## config.mk

```make
export PLATFORM = sky130hd
export DESIGN_NAME = seg_display_driver
export DESIGN_NICKNAME = d
export VERILOG_FILES = /design/src/rtl/seg_display_driver.sv
export SDC_FILE = /design/constraint.sdc
export NUM_CORES = 1
export LEC_CHECK = 0
export BUFFER_PORTS_ARGS = -buffer_cell sky130_fd_sc_hd__buf_2
export CORE_UTILIZATION = 58
export DETAILED_ROUTE_END_ITERATION = 12
export HOLD_SLACK_MARGIN = 0.12
export PLACE_DENSITY = 0.88
export SLEW_MARGIN = 40
export SYNTH_ARGS = -nofsm -noshare
export SYNTH_HDL_FRONTEND = slang
export SYNTH_SLANG_ARGS = --single-unit
```

## constraint.sdc

```tcl
create_clock -name clk -period 2.7 [get_ports clk]
set_input_delay 0.405 -clock clk [delete_from_list [all_inputs] [get_ports clk]]
set_output_delay 0.405 -clock clk [all_outputs]
set_load 0.005 [all_outputs]
```

## src/rtl/seg_display_driver.sv

```systemverilog
// Four-digit multiplexed seven-segment driver. Digits are captured once per frame
// so a display frame never mixes old and new values, and the pair being adjusted blinks.
module seg_display_driver #(
   parameter int SCAN_DIV  = 100000,
   parameter int BLINK_DIV = 25000000
) (
   input  logic       clk,
   input  logic       rst,
   input  logic [2:0] m10,
   input  logic [3:0] m1,
   input  logic [2:0] s10,
   input  logic [3:0] s1,
   input  logic       adj,
   input  logic       sel,
   output logic [6:0] seg,
   output logic       dp,
   output logic [3:0] an
);

   localparam int SW = $clog2(SCAN_DIV);
   localparam int BW = $clog2(BLINK_DIV);
   localparam logic [SW-1:0] SCAN_LAST  = SW'(SCAN_DIV - 1);
   localparam logic [BW-1:0] BLINK_LAST = BW'(BLINK_DIV - 1);

   logic [SW-1:0] scan_cnt;
   logic [1:0]    idx;
   logic [BW-1:0] blink_cnt;
   logic          blink_ph;
   logic [2:0]    sh_m10;
   logic [3:0]    sh_m1;
   logic [2:0]    sh_s10;
   logic [3:0]    sh_s1;

   logic          scan_wrap;
   logic          blink_wrap;
   logic          blank;
   logic [3:0]    digit;
   logic [6:0]    seg_next;

   assign scan_wrap  = (scan_cnt == SCAN_LAST);
   assign blink_wrap = (blink_cnt == BLINK_LAST);
   // Seconds pair sits on idx 0/1, minutes pair on idx 2/3.
   assign blank = adj && blink_ph && (sel ? (idx <= 2'd1) : (idx >= 2'd2));

   // NOTE: every variable gets a default before the case so no latch is inferred.
   always_comb begin
      digit = sh_s1;
      case (idx)
         2'd0:    digit = sh_s1;
         2'd1:    digit = {1'b0, sh_s10};
         2'd2:    digit = sh_m1;
         default: digit = {1'b0, sh_m10};
      endcase
   end

   always_comb begin
      seg_next = 7'b0111111;
      case (digit)
         4'd0:    seg_next = 7'b1000000;
         4'd1:    seg_next = 7'b1111001;
         4'd2:    seg_next = 7'b0100100;
         4'd3:    seg_next = 7'b0110000;
         4'd4:    seg_next = 7'b0011001;
         4'd5:    seg_next = 7'b0010010;
         4'd6:    seg_next = 7'b0000010;
         4'd7:    seg_next = 7'b1111000;
         4'd8:    seg_next = 7'b0000000;
         4'd9:    seg_next = 7'b0010000;
         default: seg_next = 7'b0111111;
      endcase
   end

   // NOTE: state uses non-blocking assignments so every register sees pre-edge values,
   // which is what lets a scan wrap and a blink wrap on the same edge both use old blink_ph.
   always_ff @(posedge clk) begin
      if (!rst) begin
         scan_cnt  <= '0;
         idx       <= 2'd0;
         blink_cnt <= '0;
         blink_ph  <= 1'b0;
         sh_m10    <= 3'd0;
         sh_m1     <= 4'd0;
         sh_s10    <= 3'd0;
         sh_s1     <= 4'd0;
         an        <= 4'b1111;
         seg       <= 7'b1111111;
         dp        <= 1'b1;
      end else begin
         scan_cnt <= scan_wrap ? '0 : scan_cnt + 1'b1;
         if (scan_wrap) idx <= idx + 2'd1;
         if (scan_wrap && idx == 2'd3) begin
            sh_m10 <= m10;
            sh_m1  <= m1;
            sh_s10 <= s10;
            sh_s1  <= s1;
         end
         blink_cnt <= blink_wrap ? '0 : blink_cnt + 1'b1;
         if (blink_wrap) blink_ph <= ~blink_ph;
         an  <= blank ? 4'b1111 : ~(4'b0001 << idx);
         seg <= seg_next;
         dp  <= !(idx == 2'd2 && !blank);
      end
   end

endmodule

```

== After elaboration in Yosys (flattened, before gate mapping) ==
Memories as Yosys holds them, arrays and structs flattened. A register that Yosys moved wholly into a read port is not among the register bits.
Cells that the tools add are included.
Operators by class
  multiplexer cells: 2
  shifts and indexed selects: 1
  equality and inequality tests: 5
  reductions and logical operators: 11
  add/subtract/negate cells: 3
  order comparisons: 2
  bitwise logic cells: 3
Operators by type and width (number)
  25-bit by 1-bit adder with 25-bit output (second input constant): 1
  25-bit == test (second input constant): 1
  17-bit by 1-bit adder with 17-bit output (second input constant): 1
  17-bit == test (second input constant): 1
  4-bit case mux with 3 select lines: 1
  2-bit OR reduction: 3
  2-bit == test (second input constant): 2
  1-bit logical AND: 4
  4-bit inverter: 1
  1-bit by 2-bit << shifter with 4-bit output (first input constant): 1
  1-bit zero test: 3
  2-bit by 1-bit adder with 2-bit output (second input constant): 1
  2-bit by 1-bit == test with 1-bit output (second input constant): 1
  2-bit greater-or-equal comparator (second input constant): 1
  2-bit by 1-bit less-or-equal comparator with 1-bit output (second input constant): 1
  2-bit zero test: 1
  1-bit inverter: 2
  1-bit two-way mux: 1
Storage, ports and cells
  logic and storage cells: 38
  output and inout port bits: 12
  bits in registers: 64
  bits in read-only memories: 112
  memories: 1
Memories
  (name not given): words 16, width 7, read ports 1, clocked after memory_dff 1, wr ports 0, RTL line 58  | case (digit)

== Longest topological paths before layout ==
Gate-level depths: netlist of run 1.
  depth in word-level cells: 6
  gate-level depth with buffers: 9
  mapped depth without buffers: 9

== Worst setup path after synthesis of run 1 ==
OpenSTA, ideal clock, no wires.
  path type: register -> register
  start: reg idx[0]
  end: reg seg[5]
  buffers on the path: 0
  cell stages (with the launch flop): 9
  slack: 0.738 ns
  data arrival time: 1.836 ns
  path through: dfxtp_1 inv_1 ha_1 a222oi_1 mux2_2 inv_1 ha_1 o32ai_1 nand2_1
On the way
  longest elaborated chain between the ends: 2
  elaborated cells on any way between the ends: 4
  classes of those cells: eq/ne (2); mux (1); reduce/logical (1)
Ends and longest elaborated chain
  start, declared: RTL line 26  | logic [1:0] idx;
  start signal, assigned: RTL line 90  | if (scan_wrap) idx <= idx + 2'd1;
  2-bit == test, or another cell as far along: RTL line 48  | case (idx)
  4-bit case mux with 3 select lines (*): RTL line 48
  end, declared: RTL line 15  | output logic [6:0] seg,
Mark *: on every way between the ends. The rest lies on a longest branch, timed or not.
A chain may end at the register's enable or synchronous reset.

== Worst setup path after layout of run 1 ==
  start: reg idx[0]
  end: reg seg[3]
Same word-level chain as after synthesis.

==> results of run 1 <==
[path summary, 6_finish.rpt]
check          startpoint            to
min                 s1[3]      sh_s1[3]
max                idx[0]        seg[3]
max reg2reg        idx[0]        seg[3]
min reg2reg  blink_cnt[0]  blink_cnt[0]
[power groups by stage]
stage / combinational [mW] / sequential, mW / clock (mW)
2_1_floorplan: 0.0291 / 1.09 / 0
4_1_cts: 0.0571 / 1.07 / 0.732
3_3_place_gp: 0.0549 / 1.10 / 0
5_1_grt: 0.0630 / 1.07 / 0.781
3_5_place_dp: 0.0563 / 1.10 / 0
6_report: 0.0569 / 1.07 / 0.722
[registers in the layout, indices dropped and copies added, names as in the netlist, 2 cells and up]
register,cells
blink_cnt,25
scan_cnt,17
seg,7
an,4
sh_m1,4
sh_s1,4
sh_m10,3
sh_s10,3
idx,2
[worst max-delay path: cells and delay by family (launching register included)]
| family | cells | cell delay [ps] |
|---|---|---|
| AO/OA/AOI/OAI | 2 | 580 |
| adder cells (fa/ha/maj) | 1 | 290 |
| buffers and inverters | 2 | 180 |
| flip-flops | 1 | 410 |
| multiplexers | 2 | 550 |
| AND/OR/NAND/NOR | 1 | 190 |
[metrics by stage]
stage	instance area (µm²)	std cells	hold WS (ps)	setup slack, ps
after floorplan	3120	338	441.1	737.9
after global routing	3516	447	338.4	269.4
final	3516	447	335.5	358.6
after CTS	3516	447	322.0	389.5
after global placement	3352	433	456.3	640.0
after detailed placement	3352	433	466.1	539.8
[layer usage]
layer,share of wire,up-vias,GRT usage
met5,0,-,0
met4,0.0076,0,0.08642
met3,0.040,4,0.05423
met2,0.48,66,0.3720
met1,0.48,1124,0.3168
li1,-,1225,-
[cell usage after synthesis]
cell and number:
sky130_fd_sc_hd__and2_1 7, sky130_fd_sc_hd__mux2_2 3, sky130_fd_sc_hd__nand4b_1 2, sky130_fd_sc_hd__and4_1 1
sky130_fd_sc_hd__nor2_1 54, sky130_fd_sc_hd__nor3b_1 1, sky130_fd_sc_hd__ha_1 10, sky130_fd_sc_hd__xnor2_1 17
sky130_fd_sc_hd__a21oi_1 3, sky130_fd_sc_hd__nor3_1 6, sky130_fd_sc_hd__or3_1 1, sky130_fd_sc_hd__o31ai_1 1
sky130_fd_sc_hd__nand3_2 1, sky130_fd_sc_hd__mux2i_1 17, sky130_fd_sc_hd__clkbuf_1 7, sky130_fd_sc_hd__nand2b_1 1
sky130_fd_sc_hd__o32ai_1 1, sky130_fd_sc_hd__buf_2 1, sky130_fd_sc_hd__a31oi_1 1, sky130_fd_sc_hd__nand3_4 1
sky130_fd_sc_hd__nor2b_1 15, sky130_fd_sc_hd__nor4_4 1, sky130_fd_sc_hd__inv_1 7, sky130_fd_sc_hd__a22oi_1 1
sky130_fd_sc_hd__or4_1 1, sky130_fd_sc_hd__nor4_1 5, sky130_fd_sc_hd__and3_1 6, sky130_fd_sc_hd__nand3_1 23
sky130_fd_sc_hd__xor2_1 21, sky130_fd_sc_hd__nor3_4 1, sky130_fd_sc_hd__o21ai_0 3, sky130_fd_sc_hd__nor4bb_1 1
sky130_fd_sc_hd__o211ai_1 2, sky130_fd_sc_hd__dfxtp_1 71, sky130_fd_sc_hd__nand4_1 13, sky130_fd_sc_hd__o31a_1 1
sky130_fd_sc_hd__a222oi_1 3, sky130_fd_sc_hd__nand2_1 27
[layout make-up]
type	count	area, µm²	share of cell area
tap	70	87.58	0.02491
sequential	71	1421	0.4043
clock buffer	13	158.9	0.04520
clock inverter	1	5.005	0.001423
multi-input combinational	252	1642	0.4669
timing repair buffer	33	175.2	0.04982
inverter	7	26.28	0.007473
[cell families (layout without fill, tap and decap cells)]
kind of cell / after synthesis / after routing / synth area share
simple gates: 168 / 168 / 0.2775
compound gates: 16 / 16 / 0.03649
xor+xnor: 38 / 38 / 0.1067
mux: 20 / 20 / 0.06536
flops: 71 / 71 / 0.4555
buf+inv: 15 / 54 / 0.01845
fa+ha+maj: 10 / 10 / 0.04010
==> out/results.txt, run 1 <==
The run finished with clean final reports. The endpoint kind of the worst setup timing path was a register. After synthesis the cells add up to 0.003120 mm².

TritonCTS created 9 clock buffers. The cell depth of the worst min-delay path works out to 3. Number of buffers on the longest clock path: 2. The worst setup path is launched from a register. Leaving out fill and tap cells, the most frequent cell in the layout is sky130_fd_sc_hd__dfxtp_1. The run gives 0.0005075 V as the worst IR drop on VDD.

The core occupancy in the finished layout was 0.6840. The total power density per cell area is 526.6 mW/mm². Register-to-register setup slack: 360 ps. The final number of setup-violating endpoints came out at 0. For the placed wire-length estimate after detailed placement, the log shows 4274 µm. Clock-pin slew was measured on the worst setup and hold paths at 70 ps.

The tightest min-delay check is of the in2reg type. The analysis attributes to cell leakage a power of 1.423 nW. The routed layout has 2419 vias.

In this run the remaining antenna-violating nets after routing total 0. The die outline width is 75.35 µm. For the worst-skew pair, the clock arrives at the later sink with an insertion delay of 320 ps.

For the final routed DRC violation total, the log shows 0. TritonCTS built the clock tree. By area the synthesized netlist is led by sky130_fd_sc_hd__dfxtp_1, sky130_fd_sc_hd__nor2_1, sky130_fd_sc_hd__xor2_1. Internal power comes to 1.461 mW.

The number of pins exceeding their max-slew limit in the final report came out at 0. The via count of the first global-routing pass was 2202. From synthesis to final layout, the design area changed by 12.67%.

Synthesis produced 338 cells. The final clock period utilization by the worst path was 0.8672; the row count was 26. The run gives 0.031 as the combinational share of power. The run gives 5 as the number of detailed-routing iterations run before antenna repair. The root buffer cell chosen for the clock tree is sky130_fd_sc_hd__clkbuf_8.

The mean instance size in the synthesized netlist is 9.232 µm², and the standard cell core area is 0.005140 mm². The die outline height came out at 75.35 µm. The dominant cell type by count on the critical path was sky130_fd_sc_hd__inv_1.

The run gives 0 as the final hold violation count. The slowest cell on the critical path is sky130_fd_sc_hd__a222oi_1. Setup repair after global routing left no endpoint under its margin. The repair_antennas step left the layout with diodes totalling 0. The number of setup buffers added after CTS is 0. The number of vias per cell after detailed routing works out to 5.412. The routed wire length is 6069 µm, and the layout net count is 402. The worst slew margin relative to its limit is 0.6471, and the number of antenna violations at the first check in global routing is 0. In this run the worst path has a maximum fanout of 7. Counting the fill cells in the layout gives 415. The tools report the timing-limited maximum frequency as 427.1 MHz. The signal on the critical path passes through inv_1, ha_1, a222oi_1, mux2_2, inv_1, nor2_1, mux2i_1, o211ai_1. The number of nets handed over by synthesis was 366.

The count of routing violations after the opening detailed-route iteration came out at 182. In this run, post-CTS hold repair placed 0 buffers. CTS saw 71 sinks. Path type of the worst setup path: reg2reg. The number of unique standard cell types used by synthesis was 38.

The power spent charging and discharging nets came out at 0.3908 mW. After synthesis the netlist holds a flip-flop and latch count of 71. In the layout the commonest cells are sky130_fd_sc_hd__dfxtp_1, sky130_fd_sc_hd__nor2_1, sky130_fd_sc_hd__buf_2. The worst stage delay on the critical path is 460 ps. The signal arrival time at the worst endpoint was 2530 ps. On the final layout, the worst clock skew is 8.839 ps. For the final-layout setup total negative slack, the log shows 0 ps.

The sequential cell area fraction in the yosys report was 0.4555; the remaining global-route overflow was 0. In this run the tool buffered the top-level ports with 29 buffer cells. The global router's overall resource usage was 0.2353; the clock share of power was 0.390. The area share of the largest cell type after synthesis is 0.4555, and the post-cts sizing count is 0.

The run gives 0 as the number of synthesis warnings. Total power for the finished layout comes to 1.851 mW. The worst reg-to-reg path cell count came out at 8. The share of cells above drive strength 1 came out at 0.1379. In this run the number of H-tree levels came out at 3. Number of primary I/O pins: 30. At the end of routability-driven placement, the weighted congestion stood at 0.8966. The sequential group share of total power came out at 0.579. In the final routed layout, each cell accounts on average for 13.58 µm. Starting utilization of the core area: 0.6071.

Entering global routing, the biggest net connects 32 pins. The tool flagged a number of max-cap violations equal to 0. At the pin with the least slew margin, the transition time is 527.4 ps.

The tools report the required arrival time at the worst endpoint as 2880 ps. The switching share of total power is 0.2111, and the time the worst path needs with I/O delays and setup is 2341 ps. The die covers 0.005678 mm². sky130_fd_sc_hd__dfxtp_1 takes more of the synthesized area than any other cell. The first global-routing pass estimated 9942 µm of wire.
Note: power is estimated with default switching activity, not from simulation.
==> inputs of run 2 (changes only) <==
CORE_UTILIZATION = 61   (was 58)
CTS_BUF_LIST = sky130_fd_sc_hd__clkbuf_8   (was default)
PLACE_DENSITY = 0.92   (was 0.88)
==> out/results.txt, run 2 (synthesis gave the netlist of run 1 again) <==
For the number of levels the H-tree was split into, the log shows 3 (unchanged). The worst clock skew is 9.197 ps (+0.3581 ps). The starting utilization of the core area is 0.6478 (+0.04068), and the die outline width is 73.53 µm (-2.4%).

The wire length of the first global-routing pass is 10380 µm (+4.4%), and the area of placed instances is 0.003333 mm² (-0.56%). The busiest metal layer after global routing was met2. The die outline area was 0.005406 mm² (-4.8%). The final clock period utilization by the worst path works out to 0.8340 (-0.03322). The count of routing violations after the opening detailed-route iteration is 235 (+29%), and the number of pins exceeding their max-slew limit in the final report is 0 (unchanged).

The tools report the remaining global-route overflow as 0 (unchanged). The slew at the pin with the worst max-slew slack is 565.3 ps (+37.93 ps). The number of setup buffers added after CTS came out at 0 (unchanged). The die outline height is 73.53 µm (-2.4%), and the final routed DRC violation total is 0 (unchanged). The maximum number of pins on one net before global-route repair is 33 (+3.1%). The number of buffers on the longest clock path was 2 (unchanged). The met3 global-route usage is 0.04115 (-0.01308).

For the static leakage power, the log shows 1.427 nW (+0.32%). The area growth from synthesis to layout is 12.87%. The final-layout setup total negative slack is 0 ps (unchanged), and the total number of clock tree sinks is 71 (unchanged). The number of antenna violations at the first check in global routing is 0 (unchanged). The run gives 350 ps (+30 ps) as the clock latency on the worst-skew pair. The largest registers in the layout are blink_cnt x25, scan_cnt x17, seg x7.

Endpoint kind of the worst setup timing path: a register. The worst stage delay on the critical path is 430 ps (-30 ps), and the placed wire-length estimate after detailed placement is 4323 µm (+1.1%). The via count of the first global-routing pass is 2309 (+4.9%). The worst hold path class was in2reg. The tree is rooted in a sky130_fd_sc_hd__clkbuf_8. TritonCTS built the clock tree. The number of port buffers is 29 (unchanged).

Share of cells above drive strength 1: 0.1406 (+0.002653). The flip-flop count of the largest register, all copies and words added is 25 (unchanged), and the required arrival time at the worst endpoint is 2920 ps (+40 ps). The area occupied by multi-input gates was 0.001642 mm² (unchanged); the cell depth of the worst min-delay path was 3 (unchanged).

The tools report the number of filler cells placed in the layout as 347 (-16%). Number of vias per cell after detailed routing: 5.664 (+4.7%). The routability-driven placement congestion ratio is 0.8984 (+0.20%).

Worst IR drop on VDD: 0.0003950 V (-22%). The critical path goes through inv_1, ha_1, a222oi_1, mux2_2, inv_1, ha_1, o32ai_1, nand2_1. The final hold violation count is 0 (unchanged). The maximum fanout along the worst path was 7 (unchanged); the remaining antenna violation count after routing was 0 (unchanged). The total vias in the final route is 2515 (+4.0%). The library cells used most frequently in the layout, excluding fill and tap cells, are sky130_fd_sc_hd__dfxtp_1, sky130_fd_sc_hd__nor2_1, sky130_fd_sc_hd__buf_2. The TritonCTS buffer count is 9 (unchanged), and the total of hold buffers inserted after clock tree synthesis is 0 (unchanged).

The number of primary I/O pins was 30 (unchanged). The run gives 0 (unchanged) as the max capacitance violation total. The tools report the routed wire length as 6132 µm (+1.0%). The worst setup path is of the reg2reg kind. The core occupancy in the finished layout came out at 0.7312 (+0.04714). Setup repair after global routing left no endpoint under its margin. The global-route met2 utilization is 0.4230 (+0.05101). Launching element type of the critical path: a register.

The clock-pin slew on the worst setup and hold paths came out at 80 ps (about the same). The worst reg-to-reg path cell count came out at 8 (unchanged). The most common cell after layout, fill and taps aside was sky130_fd_sc_hd__dfxtp_1. The tools report the global router's overall resource usage as 0.2574 (+0.02209). The total non-filler cell area in the finished layout was 0.003522 mm² (+0.18%); the time the worst path needs with I/O delays and setup was 2252 ps (-89.69 ps). The worst slew margin relative to its limit was 0.6217 (-0.02538); the final-layout worst hold slack was 301.2 ps (-34.26 ps). The layout net count was 400 (-0.50%).

For the signal arrival time at the worst endpoint, the log shows 2480 ps (-50 ps). Counting flops per register, the top entry is blink_cnt. The total power density per cell area came out at 552.0 mW/mm² (+4.8%).

The logs give 25 (-3.8%) for the row count and 1.944 mW (+5.0%) for the power after layout. Routed length per placed instance: 13.81 µm (+1.7%). The slowest cell on the critical path was sky130_fd_sc_hd__dfxtp_1. The post-cts sizing count came out at 0 (unchanged). The run gives 0 (unchanged) as the final number of setup-violating endpoints. The tools report the area taken by flip-flops and latches as 0.001421 mm² (unchanged).

The flow ran to the end, and the final reports show no timing, DRC or antenna violations. The antenna diode count was 0 (unchanged). Timing-limited maximum frequency: 444.1 MHz (+4.0%).

Standard cell core area: 0.004817 mm² (-6.3%). The run gives 0.3148 (-0.001976) as the met1 demand-to-capacity share in global routing. The number of detailed-routing iterations run before antenna repair was 5 (unchanged).
[run 2: cell types whose count changed in the layout (fill, tap and decap cells not counted)]
cell | before | now
sky130_fd_sc_hd__bufinv_16 | 0 | 1
sky130_fd_sc_hd__clkinvlp_4 | 0 | 1
sky130_fd_sc_hd__clkinv_4 | 0 | 1
sky130_fd_sc_hd__buf_4 | 4 | 2
sky130_fd_sc_hd__clkbuf_1 | 2 | 0
sky130_fd_sc_hd__clkbuf_8 | 11 | 9
sky130_fd_sc_hd__inv_1 | 7 | 8
sky130_fd_sc_hd__clkinv_2 | 1 | 3
[run 2: cell type report]
class / instances / area share
tap: 67 / 0.02380
timing repair buffer: 31 / 0.04547
clock buffer: 9 / 0.03517
inverter: 7 / 0.007460
clock inverter: 7 / 0.01847
sequential: 71 / 0.4036
multi-input combinational: 252 / 0.4661
[run 2: worst max-delay path, delay by kind of cell, from the launching register on]
family	cells	cell delay, ps
buffers and inverters	2	200
multiplexers	1	270
AO/OA/AOI/OAI	2	640
adder cells (fa/ha/maj)	2	510
flip-flops	1	430
AND/OR/NAND/NOR	1	80
[run 2: through the flow]
step,instances,setup WS [ps]
floorplan,338,737.9
global placement,428,653.0
detailed placement,428,484.7
CTS,444,466.1
global route,444,280.9
finish,444,448.3
[run 2: final timing paths]
path / startpoint / endpoint / slack [ps]
max: idx[0] / seg[5] / 450
max reg2reg: idx[0] / seg[5] / 450
min reg2reg: blink_cnt[0] / blink_cnt[0] / 480
min: s1[1] / sh_s1[1] / 300
[run 2: layer usage]
metal,part of all wire,up-vias,wire length [µm]
met2,0.50,85,3050
met4,0.026,0,161
met1,0.42,1180,2598
li1,-,1234,-
met5,0,-,0
met3,0.052,16,321
[run 2: power breakdown]
group	switching, mW	internal [mW]	leakage [nW]
sequential	0.0119	1.06	0.576
clock	0.397	0.419	0.100
combinational	0.0297	0.0262	0.752
==> inputs of run 3 (changes only) <==
CORE_UTILIZATION = 55   (was 61)
PLACE_DENSITY = 0.88   (was 0.92)
clock period = 2 ns   (was 2.7 ns; I/O delays follow)
==> out/results.txt, run 3 (synthesis gave the netlist of run 1 again) <==
Final clock period utilization by the worst path: 0.9691 (+0.1351). The flip-flop count of the largest register, all copies and words added is 25 (unchanged). The library cells used most frequently in the layout, excluding fill and tap cells, are sky130_fd_sc_hd__dfxtp_1, sky130_fd_sc_hd__nor2_1, sky130_fd_sc_hd__buf_2. Endpoint kind of the worst setup timing path: a register.

The clock-pin slew on the worst setup and hold paths came out at 70 ps (about the same). TritonCTS built the clock tree. The number of port buffers was 29 (unchanged); the number of placed instances, taps included was 445 (+4.0%). The share of cells above drive strength 1 is 0.2015 (+0.06095), and the standard cell core area is 0.005473 mm² (+14%). Worst hold path class: in2reg.

Starting utilization of the core area: 0.5702 (-0.07760). The kind of cell with the highest combined delay along the critical path is compound AO/OA/AOI/OAI gates. The logs give 4353 µm (+0.69%) for the placed wire-length estimate after detailed placement and 108 (-54%) for the count of routing violations after the opening detailed-route iteration. The number of filler cells placed in the layout is 413 (+19%). The signal arrival time at the worst endpoint is 2180 ps (-300 ps), and the number of antenna violations at the first check in global routing is 0 (unchanged). The run gives 415 (+3.8%) as the layout net count.

Total power density per cell area: 719.8 mW/mm² (+30%). The launching element type of the critical path was a register. The worst clock skew was 5.580 ps (-3.617 ps).

The final routed DRC violation total came out at 0 (unchanged). The critical path is of the reg2reg type. The tools report the static leakage power as 1.505 nW (+5.5%). The most common cell after layout, fill and taps aside is sky130_fd_sc_hd__dfxtp_1. The cell sitting at the root of the clock tree is a sky130_fd_sc_hd__clkbuf_8.

The logs give 0 (unchanged) for the antenna diode count and 4 (-1) for the number of detailed-routing iterations run before antenna repair. The remaining antenna violation count after routing was 0 (unchanged). The clock latency on the worst-skew pair came out at 350 ps (about the same). The core occupancy in the finished layout is 0.6770 (-0.05421), and the number of primary I/O pins is 30 (unchanged).

The slew at the pin with the worst max-slew slack was 380.9 ps (-184.4 ps). Maximum number of pins on one net before global-route repair: 20 (-39%). The number of pins exceeding their max-slew limit in the final report came out at 0 (unchanged). For the post-layout instance count excluding filler cells, the log shows 464 (+4.5%). The run gives 71 (unchanged) as the total number of clock tree sinks. For the required arrival time at the worst endpoint, the log shows 2240 ps (-680 ps).

The tools report the routability-driven placement congestion ratio as 0.8979 (about the same). The die outline area came out at 0.005979 mm² (+11%). Maximum fanout along the worst path: 4 (-3).

The tools report the number of levels the H-tree was split into as 3 (unchanged). Slowest cell on the critical path: sky130_fd_sc_hd__a222oi_1. The final hold violation count was 0 (unchanged); the number of buffers on the longest clock path was 2 (unchanged). The worst IR drop on VDD was 0.0005424 V (+37%). The worst stage delay on the critical path was 410 ps (-20 ps); the TritonCTS buffer count was 9 (unchanged). The critical path goes through inv_2, ha_4, a222oi_1, mux2_4, inv_2, ha_1, o32ai_2, nand2_1.

The worst slew margin relative to its limit was 0.7437 (+0.1220). The via count of the first global-routing pass is 2370 (+2.6%). The total vias in the final route is 2525 (+0.40%), and the remaining global-route overflow is 0 (unchanged).

The die outline width came out at 77.33 µm (+5.2%). The final number of setup-violating endpoints is 0 (unchanged), and the row count is 27 (+8.0%). Final-layout worst hold slack: 205.8 ps (-95.41 ps). The flow ran to the end, and the final reports show no timing, DRC or antenna violations. For the timing-limited maximum frequency, the log shows 516.0 MHz (+16%). The area occupied by multi-input gates was 0.001688 mm² (+2.8%). The total of hold buffers inserted after clock tree synthesis was 0 (unchanged). The routed length per placed instance works out to 13.62 µm (-1.4%). The number of vias per cell after detailed routing was 5.442 (-3.9%); the global router's overall resource usage was 0.2266 (-0.03083). The largest registers in the layout are blink_cnt x25, scan_cnt x17, seg x7. The logs give 6321 µm (+3.1%) for the routed wire length and 0 (unchanged) for the max capacitance violation total. The area growth from synthesis to layout is 18.72%. Setup repair after global routing could not meet its margin everywhere. The register name with the most flops was blink_cnt. Wire length of the first global-routing pass: 10590 µm (+2.0%). Among the stages of the critical path, the cell type that occurs most often is sky130_fd_sc_hd__inv_2. The run gives 0.001429 mm² (+0.53%) as the area taken by flip-flops and latches. The time the worst path needs with I/O delays and setup was 1938 ps (-313.6 ps); the die outline height was 77.33 µm (+5.2%). Count of buffer and inverter cells on the critical path: 2 (unchanged).
run 3: changes by cell type in the layout (fill, tap and decap cells not counted), moves of 2 or more:
cell	delta
sky130_fd_sc_hd__ha_4	+2
sky130_fd_sc_hd__clkinvlp_4	+2
sky130_fd_sc_hd__ha_2	+2
sky130_fd_sc_hd__buf_4	+15
sky130_fd_sc_hd__nor2_1	-2
sky130_fd_sc_hd__ha_1	-4
sky130_fd_sc_hd__nor2_2	+2
sky130_fd_sc_hd__inv_1	-2
sky130_fd_sc_hd__inv_2	+2
sky130_fd_sc_hd__dfxtp_1	-2
sky130_fd_sc_hd__dfxtp_4	+2
sky130_fd_sc_hd__clkinv_2	-2
run 3: routing by layer:
layer / GRT usage / vias up / wire [µm]
li1: - / 1269 / -
met3: 0.05357 / 11 / 249
met5: 0 / - / 0
met2: 0.3664 / 63 / 3021
met1: 0.2798 / 1182 / 2916
met4: 0.1151 / 0 / 133
run 3: through the flow:
step                cell area, µm²  setup slack, ps  total power, mW  TNS, ps
detailed placement            3430           -106.9            1.560   -245.9
global route                  3705           -45.01            2.748   -97.07
global placement              3430            54.23            1.557        0
CTS                           3651            15.31            2.684        0
floorplan                     3120            37.89            1.516        0
finish                        3705            61.86            2.667        0
run 3: worst register-to-register path: cells and delay by family, from the launching register on:
family | cells | cell delay (ps)
AO/OA/AOI/OAI | 2 | 660
multiplexers | 1 | 240
AND/OR/NAND/NOR | 1 | 80
flip-flops | 1 | 370
buffers and inverters | 2 | 120
adder cells (fa/ha/maj) | 2 | 370
run 3: report_power, final:
group          total [mW]  switching, mW  leakage, nW  internal (mW)
clock                1.14          0.538       0.0957          0.602
combinational      0.0842         0.0435        0.832         0.0408
sequential           1.44         0.0141        0.577           1.43
total                2.67          0.596         1.51           2.07
run 3: cell type report:
cell class,instances,area share
inverter,7,0.007092
tap,72,0.02432
clock buffer,10,0.03715
clock inverter,6,0.01655
timing repair buffer,46,0.07362
multi-input combinational,252,0.4556
sequential,71,0.3857
run 3: timing repair:
item	CTS	global route
pin swaps	1	5
buffers inserted	1	2
endpoints found under the setup margin	3	6
gates resized for setup	4	12
run 3: path summary, 6_finish.rpt:
path              slack (ps)           end  cells after the start         start
setup / recovery          60        seg[5]                      8        idx[0]
hold reg to reg          490  blink_cnt[0]                      1  blink_cnt[0]
setup reg to reg          60        seg[5]                      8        idx[0]
hold / removal           210      sh_m1[2]                      3         m1[2]
